### config.mk
export PLATFORM = sky130hd
export DESIGN_NAME = wb_writeback_arb
export DESIGN_NICKNAME = d
export VERILOG_FILES = /design/src/rtl/wb_writeback_arb.sv
export SDC_FILE = /design/constraint.sdc
export NUM_CORES = 1
export LEC_CHECK = 0
export ABC_AREA = 1
export BUFFER_PORTS_ARGS = -buffer_cell sky130_fd_sc_hd__buf_2
export CORE_MARGIN = 5
export CORE_UTILIZATION = 35
export CTS_CLUSTER_DIAMETER = 40
export CTS_CLUSTER_SIZE = 16
export DETAILED_ROUTE_END_ITERATION = 10
export GPL_TIMING_DRIVEN = 0
export PLACE_DENSITY = 0.56
export SLEW_MARGIN = 20
export SYNTH_ARGS = -nofsm -noshare
export SYNTH_HDL_FRONTEND = slang
export SYNTH_SLANG_ARGS = --single-unit
### constraint.sdc
create_clock -name clk_i -period 3.14 [get_ports clk_i]
set_clock_uncertainty 0.05 [all_clocks]
set_input_delay 0.157 -clock clk_i [delete_from_list [all_inputs] [get_ports clk_i]]
set_output_delay 0.157 -clock clk_i [all_outputs]
set_load 0.02 [all_outputs]
### src/rtl/wb_writeback_arb.sv
// ---------------------------------------------------------------------------
// wb_writeback_arb
//
// Write-side master of the register file. This block merges two sources of
// results. Single-cycle ALU results are written directly. Variable-latency
// LSU load returns are first buffered in a small circular queue. The block
// issues at most one registered regfile write per cycle, and writes to x0
// are suppressed.
//
// Arbitration, with one winner per cycle:
//   1. The queue is full: the queue head wins and the ALU is stalled.
//   2. Otherwise, a valid ALU result wins.
//   3. Otherwise, a non-empty queue pops its head.
//   4. Otherwise, the block is idle.
//
// Parameters
//   LQ_DEPTH  load-return queue depth (power of two, >= 2)
//   DATA_W    result / register data width
//
// Ports
//   clk_i, rst_ni                       clock, async active-low reset
//   alu_valid_i/alu_rd_i/alu_data_i     ALU result
//   alu_stall_o                         ALU result not consumed this cycle
//   lsu_valid_i/lsu_rd_i/lsu_data_i     load return
//   lsu_ready_o                         queue accepts a load return
//   rd_addr_o/rd_data_o/rd_wren_o       registered regfile write port
//   lq_count_o                          entries currently queued
//
// Optional feature (macro WB_FWD_EN)
//   Adds the fwd_rs{1,2}_* ports. They forward the pending output-register
//   write to two read ports. With the macro undefined, these ports and the
//   compare logic are absent.
// ---------------------------------------------------------------------------
module wb_writeback_arb #(
  parameter int LQ_DEPTH = 4,
  parameter int DATA_W   = 32,
  localparam int CW      = $clog2(LQ_DEPTH) + 1
) (
  input  logic              clk_i,
  input  logic              rst_ni,
  input  logic              alu_valid_i,
  input  logic [4:0]        alu_rd_i,
  input  logic [DATA_W-1:0] alu_data_i,
  output logic              alu_stall_o,
  input  logic              lsu_valid_i,
  input  logic [4:0]        lsu_rd_i,
  input  logic [DATA_W-1:0] lsu_data_i,
  output logic              lsu_ready_o,
`ifdef WB_FWD_EN
  input  logic [4:0]        fwd_rs1_addr_i,
  input  logic [4:0]        fwd_rs2_addr_i,
  output logic              fwd_rs1_hit_o,
  output logic              fwd_rs2_hit_o,
  output logic [DATA_W-1:0] fwd_rs1_data_o,
  output logic [DATA_W-1:0] fwd_rs2_data_o,
`endif
  output logic [4:0]        rd_addr_o,
  output logic [DATA_W-1:0] rd_data_o,
  output logic              rd_wren_o,
  output logic [CW-1:0]     lq_count_o
);

  localparam int            AW       = $clog2(LQ_DEPTH);
  localparam logic [CW-1:0] FULL_CNT = CW'(LQ_DEPTH);

  typedef struct packed {
    logic [4:0]        rd;
    logic [DATA_W-1:0] data;
  } wb_entry_t;

  wb_entry_t         mem_q [LQ_DEPTH];
  logic [AW-1:0]     wr_ptr_q, rd_ptr_q;
  logic [CW-1:0]     count_q, count_d;
  logic [4:0]        rd_addr_q;
  logic [DATA_W-1:0] rd_data_q;
  logic              rd_wren_q;

  logic      full, empty, push, pop, alu_win, win;
  wb_entry_t win_entry;

  // Ready and stall depend only on the registered count. This keeps the
  // upstream handshakes free of paths that pass through the arbiter.
  assign full        = (count_q == FULL_CNT);
  assign empty       = (count_q == '0);
  assign lsu_ready_o = ~full;
  assign alu_stall_o = alu_valid_i & full;

  assign push    = lsu_valid_i & ~full;
  assign alu_win = alu_valid_i & ~full;
  // A full queue always drains, so a load is never blocked for more than one
  // cycle. Otherwise the head pops only when the ALU is not using the slot.
  assign pop     = full | (~alu_valid_i & ~empty);
  assign win     = alu_win | pop;

  always_comb begin
    win_entry = mem_q[rd_ptr_q];
    if (alu_win) win_entry = '{rd: alu_rd_i, data: alu_data_i};
  end

  always_comb begin
    count_d = count_q;
    case ({push, pop})
      2'b10:   count_d = count_q + CW'(1);
      2'b01:   count_d = count_q - CW'(1);
      default: count_d = count_q;
    endcase
  end

  // NOTE: queue storage has no reset; validity is tracked solely by the
  // pointers and the count, so resetting the array would only add area.
  always_ff @(posedge clk_i) begin
    if (push) mem_q[wr_ptr_q] <= '{rd: lsu_rd_i, data: lsu_data_i};
  end

  // NOTE: sequential state uses non-blocking assignments only, so every
  // always_ff sees the pre-edge values of the other registers.
  always_ff @(posedge clk_i or negedge rst_ni) begin
    if (!rst_ni) begin
      wr_ptr_q  <= '0;
      rd_ptr_q  <= '0;
      count_q   <= '0;
      rd_addr_q <= '0;
      rd_data_q <= '0;
      rd_wren_q <= 1'b0;
    end else begin
      // The pointers wrap naturally because the depth is a power of two.
      if (push) wr_ptr_q <= wr_ptr_q + AW'(1);
      if (pop)  rd_ptr_q <= rd_ptr_q + AW'(1);
      count_q <= count_d;
      if (win) begin
        // An x0 entry is consumed but never produces a write strobe.
        rd_addr_q <= win_entry.rd;
        rd_data_q <= win_entry.data;
        rd_wren_q <= (win_entry.rd != 5'd0);
      end else begin
        rd_wren_q <= 1'b0;
      end
    end
  end

  assign rd_addr_o  = rd_addr_q;
  assign rd_data_o  = rd_data_q;
  assign rd_wren_o  = rd_wren_q;
  assign lq_count_o = count_q;

`ifdef WB_FWD_EN
  // Bypasses the write held in the output register, which the regfile has
  // not yet absorbed in this cycle.
  assign fwd_rs1_hit_o  = rd_wren_q & (fwd_rs1_addr_i == rd_addr_q) & (fwd_rs1_addr_i != 5'd0);
  assign fwd_rs2_hit_o  = rd_wren_q & (fwd_rs2_addr_i == rd_addr_q) & (fwd_rs2_addr_i != 5'd0);
  assign fwd_rs1_data_o = fwd_rs1_hit_o ? rd_data_q : '0;
  assign fwd_rs2_data_o = fwd_rs2_hit_o ? rd_data_q : '0;
`endif

endmodule
# Word-level counts from Yosys, hierarchy flattened
# Memory sizes are Yosys's and may differ from the RTL's.
# Cells that the tools add are included.
# word_totals
ramBits	148
n_memories	1
reg_bits	45
out_inout_bits	43
# op_classes
muxes	5
add_sub_neg	4
n_reduce_logical	3
eq_ne	3
n_bitwise	9
# memory_table
memory	depth	width	rd	rd_ports_with_merged_regs	write_ports	line_no	source
mem_q	4	37	1	0	1	71	wb_entry_t mem_q [LQ_DEPTH];
# op_table
cell	n
$mux 37	1
$pmux 3 s2	1
$reduce_bool 5->1	1
$add 2x1->2 const B	2
$and 1x1->1	4
$add 3x1->3 const B	1
$eq 3x3->1 const B	1
$logic_not 3->1	1
$mux 1	3
$not 1->1	3
$sub 3x1->3 const B	1
$eq 2x1->1 const B	1
$eq 2x2->1 const B	1
$or 1x1->1	2
$reduce_bool 2->1	1

# Logic depth before layout (Yosys ltp)
# Gate-level depths: netlist of run 1.
# depth
ltp_word	6
mapped_depth	11
depth_no_buf	10

# Worst setup path after synthesis of run 1
# No wires, ideal clock.
# synth_timing
path_type	register -> register
from	reg count_q[0], in the netlist lq_count_o[0]
to	mem mem_q[0][0] (netlist name) (enable)
synth_period_minus_slack_ps	3005
n_path_buf	0
path_stages_with_launch	5
arrival_ps	2524
required_time_ps	2659
slack_ps	135
setup_time_ps	431
path_cell_list	dfrtp_1 > nor2_2 > nand2_4 > nand2_1 > nor2_1
# synth_between
elab_chain_len	5
# synth_lines
element	line_no	source
from (decl)	73	logic [CW-1:0] count_q, count_d;
from (signal assigned)	129	count_q <= count_d;
$eq 3x3->1	83	assign full = (count_q == FULL_CNT);
$not 1->1	n/a	
via lsu_ready_o	48	output logic lsu_ready_o,
$and 1x1->1	88	assign push = lsu_valid_i & ~full;
$mux 1	112	if (push) mem_q[wr_ptr_q] <= '{rd: lsu_rd_i, data: lsu_data_i};
$mux 1 (implied by the code)	112	
to (decl)	71	
# The timed path passes the listed nets, and every way through them passes these cells.

# Worst setup path in the final report of run 1
# layout_timing
from	reg count_q[1], in the netlist lq_count_o[1]
to	reg count_q[2], in the netlist lq_count_o[2]
# layout_between
elab_chain_len	6
# layout_lines
element	line_no	source
$logic_not 3->1	84	assign empty = (count_q == '0);
$not 1->1	92	assign pop = full | (~alu_valid_i & ~empty);
$and 1x1->1	92	
$or 1x1->1 (*)	92	
via pop	78	logic full, empty, push, pop, alu_win, win;
$eq 2x1->1 / $eq 2x2->1 (equally long branches)	102	case ({push, pop})
$pmux 3 s2 / $reduce_bool 2->1 (equally long branches)	n/a	
# Mark *: on every way through the listed nets, which the timed path passes. The rest lies on a longest branch.
# A chain may end at the register's enable or synchronous reset.

==> summary.md, run 1 <==
| Metric | Value |
|---|---|
| Final Routed Wirelength | 19600 um |
| CTS tree | built |
| Synthesized cell area | just under 8000 um2 |
| Fin crit period | 2310 ps |
| DIE WIDTH | roughly 160 um |
| Detail Route Antenna Nets | 0 |
| Syn_nets | 720 |
| Port Buffers | between 100 and 150 |
| Layout cell share with drive strength beyond 1 | between 20% and 30% |
| Area delta synth->final | 31.9% |
| Power per cell area | 928 nW/um2 |
| Register Area | 5570 um2 |
| Crit path launch type | flop |
| Yosys warnings | 0 |
| Worst path required time | 3400 ps |
| Slew Viols, Final | 0 |
| Filler cells | 1971 |
| Max clock buf depth | 2 |
| Netlist cell types | 30 |
| # resized after CTS | 0 |
| Most common cell after layout, fill and taps aside | edfxtp_1 |
| Total global routing overflow | 0 |
| Initial antenna violation count | 1 |
| Fmax | 434 MHz |
| Status | finished clean |
| Sequential-to-total area share from yosys stat | 72.0% |
| Core area | 21800 um2 |
| Final hold slack | approximately 39 ps |
| Vias | between 5000 and 6000 |
| Vias per inst | 4.67 |
| Number of buffers created by CTS | 17 |
| Num rows | 54 |
| Layout net count | 937 |
| GPL Wtd Cong | 0.703 |
| First-pass GRT wire length | roughly 30000 um |
| Crit path capture type | flop |
| Final Hold Viols | 0 |
| Die Ht | 159 um |
| Cell count after synthesis | approximately 640 |
| Setup slack, reg-to-reg | around 830 ps |
| Total Power | 9.47 mW |
| Final core utilization | between 40% and 50% |
| VDD IR max | 427 uV |
| Initial Util | 35.4% |
| Top cells by area, synth | edfxtp_1 57%, dfrtp_1 15%, nand2_1 6.2% |
| Root buf cell | clkbuf_16 |
| Gr usage total | ~16% |
| Slew margin rel. | approximately half |
| Most frequent cells in the layout | 148 x edfxtp_1, 128 x nand2_1, 128 x buf_2, 74 x nor2_1, 72 x dlygate4sd3_1 |
| Clk_lat worst skew | 430 ps |
| CP Class | flop to flop |
| Multi-input logic area | approximately 1800 um2 |
| CP arrival | 2560 ps |
| H-tree levels | 4 |
| Final worst-path cycle share | around three quarters |
| Die area | ~25000 um2 |
| Clock-pin slew on the worst setup and hold paths | 70 ps |
| DR DRC count | 0 |
| Slew @ Worst Pin | 752 ps |
| Yosys top cell area share | between 50 and 60% |
| Hold crit path type | primary input to flop |
| Average cell area after synthesis | between 10 and 15 um2 |
| Pre-Repair DR Iteration Count | 5 |
| Cts hold-fix bufs | between 70 and 80 |
| Largest net degree at the start of global routing | 46 |
| MaxCap Viol Count | 0 |
| Vias in the first global route | 5316 |
| Synthesized flop and latch total | roughly 190 |
| Synth area leader | edfxtp_1 |
| Drt wl/cell | 17.1 um |
| RSZ-0062 raised after global routing | false |
| Clock sink count | 193 |
| Static leakage | 4.07 nW |
| Setup bufs post-CTS | 0 |
| Detail Placement HPWL | between 10000 and 15000 um |
| # IOs | 121 |
| Crit-path max FO | 10 |
| Placed Cells | 1042 |
| Final Instance Count excl. Fillers | 1147 |
| Initial detailed-routing violation count | 372 |
| Final setup viols | 0 |
stage by stage:
stage                     setup slack [ps]  area (um2)  setup TNS [ps]
after CTS                              808       10200               0
after global placement               -1360        8690         -177820
after floorplan                        135        7740               0
after detailed placement               833        8880               0
after global routing                   650       10200               0
final                                  834       10200               0
cells in the mapped netlist:
cell type / n
clkbuf_1: 10
nand2_1: 128
o21ai_2: 4
or2_1: 1
buf_12: 1
nand2_4: 3
o22ai_1: 32
ha_1: 5
inv_2: 2
dfrtp_1: 45
o21ai_1: 3
buf_4: 5
clkinv_1: 1
nand3_2: 1
nor2_1: 78
edfxtp_1: 148
mux2_2: 1
a21oi_1: 2
buf_6: 9
nand2_8: 1
o21ai_0: 65
xor2_1: 3
inv_1: 29
xnor2_1: 1
fa_1: 1
buf_2: 9
nand3_1: 43
nor2_2: 1
a31oi_1: 3
inv_4: 1
final cells by class:
class	instances	share of cell area [%]
repair buffers	198	14.6
well taps	280	3.43
clock buffers	17	4.17
plain buffers	34	2.37
inverters	33	1.24
clock inverters	15	1.70
multi-input cells	376	17.9
diodes	1	0.0245
flip-flops and latches	193	54.6
path summary, 6_finish.rpt:
| path | start | cells after the start | to |
|---|---|---|---|
| worst max-delay path | lq_count_o[1] | 10 | lq_count_o[2] |
| worst min-delay path | alu_rd_i[3] | 5 | rd_addr_o[3] |
| worst max register to register | lq_count_o[1] | 10 | lq_count_o[2] |
| worst min register to register | rd_addr_o[3] | 2 | rd_addr_o[3] |
| max in group asynchronous | rst_ni | 2 | rd_ptr_q[0] |
| min in group asynchronous | rst_ni | 2 | rd_data_o[1] |
critical path, cell delays in order, from the launching register on:
cell     delay [ps]
dfrtp_1         430
nor2_2          190
nand2_1         140
nand2_4         120
inv_1           110
buf_6           170
ha_1            210
fa_1            380
a21oi_1         130
o21ai_0         110
xor2_1          150
sequential cells by signal (all words and copies together), names as in the netlist:
register,cells
rd_data_o,32
rd_addr_o,5
lq_count_o,3
mem_q,148
rd_ptr_q,2
rd_wren_o,1
wr_ptr_q,2
per-layer routing:
layer / vias to the layer above / track usage [%] / share of wire [%]
met5: - / 0 / 0
met4: 0 / 4.06 / 0.90
met2: 122 / 26.1 / 49
met3: 12 / 2.94 / 4.5
met1: 2571 / 21.5 / 45
li1: 2647 / - / -
power breakdown:
part	switching, mW	internal, mW
registers	0.244	3.48
clock network	0.992	1.20
logic	2.33	1.24
total	3.56	5.91
cell families after synthesis:
| kind of cell | share of synthesized area (%) |
|---|---|
| simple gates | 13.8 |
| flops | 72.0 |
| xor+xnor | 0.453 |
| compound gates | 7.81 |
| fa+ha+maj | 1.07 |
| buf+inv | 4.76 |
| mux | 0.146 |
Power figures use the tool's default switching activity.
==> run 2: changes to the inputs <==
--- a/config.mk
+++ b/config.mk
@@ -13,7 +13,7 @@
 export CTS_CLUSTER_SIZE = 16
 export DETAILED_ROUTE_END_ITERATION = 10
 export GPL_TIMING_DRIVEN = 0
-export PLACE_DENSITY = 0.56
+export PLACE_DENSITY = 0.58
 export SLEW_MARGIN = 20
 export SYNTH_ARGS = -nofsm -noshare
 export SYNTH_HDL_FRONTEND = slang
==> constraint.sdc (replaced) <==
create_clock -name clk_i -period 2 [get_ports clk_i]
set_clock_uncertainty 0.05 [all_clocks]
set_input_delay 0.1 -clock clk_i [delete_from_list [all_inputs] [get_ports clk_i]]
set_output_delay 0.1 -clock clk_i [all_outputs]
set_load 0.02 [all_outputs]
==> run 2 against run 1 <==
Net effect: critical path depth down 2; total power is 58% higher; sequential power increased by 57%; clock power up 58%; largest power group unchanged.
==> summary.md, run 2 (same netlist as run 1, synthesis figures left out) <==
| Metric | Value |
|---|---|
| Filler cells | 1982 (+0.56%) |
| Most frequent cells in the layout | 148 x edfxtp_1, 128 x buf_2, 127 x nand2_1, 74 x nor2_1, 74 x dlygate4sd3_1 |
| Final Hold Viols | 0 (unchanged) |
| Max reg flops | 148 (unchanged) |
| Static leakage | 4.09 nW (+0.54%) |
| Number of buffers created by CTS | 17 (unchanged) |
| Worst path required time | 2270 ps (-1130 ps) |
| Slowest CP cell | dfrtp_2 |
| Worst setup margin | 66.4 ps (-767 ps) |
| Final Instance Count excl. Fillers | 1153 (+0.52%) |
| Crit path capture type | flop |
| Die area | 25200 um2 (unchanged) |
| Reg power frac | 39.0% (-0.3 points) |
| Status | finished clean |
| Vias per inst | 4.69 (+0.59%) |
| Net Sw Power | 5.51 mW (+55%) |
| Initial antenna violation count | 0 (-1) |
| Root buf cell | clkbuf_16 |
| Slew Viols, Final | 0 (unchanged) |
| Clock sink count | 193 (unchanged) |
| Reg-to-Reg Start | lq_count_o[0] |
| First-pass GRT wire length | 30000 um (+1.1%) |
| Most common cell after layout, fill and taps aside | edfxtp_1 |
| Largest net degree at the start of global routing | 46 (unchanged) |
| Final worst-path cycle share | 96.7% (+23 points) |
| H-tree levels | 4 (unchanged) |
| Hold path start | lsu_valid_i |
| Core area | 21800 um2 (unchanged) |
| Final hold slack | 38.2 ps (-1.16 ps) |
| Logic pwr share | 37.9% (+0.3 points) |
| Clock-pin slew on the worst setup and hold paths | 70 ps (about the same) |
| Total Power | 15.0 mW (+58%) |
| Clock power share | 23.1% (about the same) |
| Detail Placement HPWL | 12300 um (-3.6%) |
| Initial Util | 35.4% (unchanged) |
| Vias | 5412 (+1.1%) |
| Internal power | 9.46 mW (+60%) |
| CP arrival | 2200 ps (-360 ps) |
| Worst Path Buf+Inv | 1 (-1) |
| CP top delay family | adder cells |
| Vias in the first global route | 5487 (+3.2%) |
| Hold Path Depth | 3 (-2) |
| DIE WIDTH | 159 um (unchanged) |
| Worst-path cell chain | nor2_4 -> nand2_4 -> nand2_8 -> nand2_4 -> clkinv_8 -> ha_4 -> fa_2 -> mux2_2 |
| Num rows | 54 (unchanged) |
| Fmax | 517 MHz (+19%) |
| Slew margin rel. | 54.7% (+5.0 points) |
| Clk_lat worst skew | 430 ps (about the same) |
| N_diodes | 0 (-1) |
| Worst path most repeated cell | nand2_4 |
| Most flop-heavy register | mem_q |
| Final setup viols | 0 (unchanged) |
| Max clock buf depth | 2 (unchanged) |
| Die Ht | 159 um (unchanged) |
| Post-route cell area | 10300 um2 (+0.61%) |
| Drt wl/cell | 16.7 um (-2.3%) |
| CP max stage delay | 430 ps (about the same) |
| GPL Wtd Cong | 0.705 (+0.30%) |
| Total global routing overflow | 0 (unchanged) |
| Detail Route Antenna Nets | 0 (unchanged) |
| Placed inst area | 8830 um2 (-0.59%) |
| Worst Reg-to-Reg Cells | 8 (-2) |
| MaxCap Viol Count | 0 (unchanged) |
| CTS tree | built |
| Layout cell share with drive strength beyond 1 | 24.1% (+0.96 points) |
| VDD IR max | 861 uV (+100%) |
| Layout net count | 944 (+0.75%) |
| Hold path endpoint | wr_ptr_q[1] |
| Setup TNS | 0 ps (unchanged) |
| Switching part of the total | 36.8% (-0.79 points) |
| Hold crit path type | primary input to flop |
| Setup slack, reg-to-reg | 70 ps (-770 ps) |
| Port Buffers | 120 (unchanged) |
| Pre-Repair DR Iteration Count | 4 (-1) |
| Final core utilization | 47.1% (+0.29 points) |
| Post-Place Setup Slack | -172 ps (-1000 ps) |
| RSZ-0062 raised after global routing | false |
| R2r endpoint | lq_count_o[1] |
| DR DRC count | 0 (unchanged) |
| CP Class | flop to flop |
| Gr usage total | 15.8% (+0.051 points) |
| Fin crit period | 1930 ps (-373 ps) |
| Slew @ Worst Pin | 679 ps (-73.5 ps) |
| Placed Cells | 1040 (-0.19%) |
| Area delta synth->final | 32.8% |
| Crit-path max FO | 5 (-5) |
| Initial detailed-routing violation count | 363 (-2.4%) |
| Power per cell area | 1460 nW/um2 (+57%) |
| Crit path launch type | flop |
| # IOs | 121 (unchanged) |
| Final Routed Wirelength | 19300 um (-1.8%) |
-- run 2: changes by cell type in the layout (fill, tap and decap cells not counted), moves of 2 or more --
cell	before	now
clkinv_2	1	3
clkinv_1	1	3
dfrtp_2	0	2
inv_6	3	1
buf_12	1	6
buf_16	6	1
dlygate4sd3_1	72	74
buf_4	6	12
dfrtp_1	45	43
inv_8	3	0
-- run 2: power by group through the flow --
stage	clock (mW)	combinational [mW]	sequential [mW]
6_report	3.46	5.67	5.84
4_1_cts	3.53	5.71	5.85
5_1_grt	3.69	6.31	5.95
3_3_place_gp	0	5.26	5.95
3_5_place_dp	0	5.44	5.95
2_1_floorplan	0	3.00	6.44
-- run 2: timing repair --
| action | 4_1_cts | 5_1_grt |
|---|---|---|
| buffers inserted | 5 | 3 |
| hold buffers | 74 | 0 |
| hold endpoints to repair | 229 | 0 |
| pin swaps | 2 | 1 |
| resized for setup | 2 | 5 |
| endpoints found under the setup margin | 87 | 45 |
-- run 2: worst max-delay path by stage --
stage                             start       endpoint  slack [ps]  depth (start not counted)
after floorplan           lq_count_o[0]  lq_count_o[1]         -80                          9
after global routing      lq_count_o[0]  lq_count_o[1]           4                          8
final                     lq_count_o[0]  lq_count_o[1]          70                          8
after CTS                 lq_count_o[0]  lq_count_o[1]          -4                          8
after detailed placement  lq_count_o[0]  lq_count_o[1]        -170                          9
after global placement    lq_count_o[0]    mem_q[3][0]        -360                          4
-- run 2: area by class of cell --
| cell class | instances | area, um2 | share of cell area, % |
|---|---|---|---|
| flip-flops and latches | 193 | 5570 | 54.3 |
| multi-input cells | 376 | 1860 | 18.1 |
| repair buffers | 206 | 1520 | 14.8 |
| clock buffers | 18 | 439 | 4.28 |
| well taps | 280 | 350 | 3.41 |
| plain buffers | 33 | 230 | 2.24 |
| clock inverters | 14 | 163 | 1.58 |
| inverters | 33 | 139 | 1.35 |
-- run 2: routing by layer --
| layer | vias up | share of wire (%) | wire length, um | global-route usage [%] |
|---|---|---|---|---|
| li1 | 2660 | - | - | - |
| met4 | 0 | 1.8 | 351 | 5.40 |
| met3 | 26 | 4.2 | 805 | 3.48 |
| met2 | 115 | 50 | 9600 | 26.3 |
| met5 | - | 0 | 0 | 0 |
| met1 | 2611 | 44 | 8510 | 20.5 |
-- run 2: worst reg2reg max path, cell delays in order, from the launching register on --
cell and delay [ps]:
dfrtp_2 430, nor2_4 140, nand2_4 100, nand2_8 120, nand2_4 90, clkinv_8 70, ha_4 140, fa_2 430
mux2_2 260
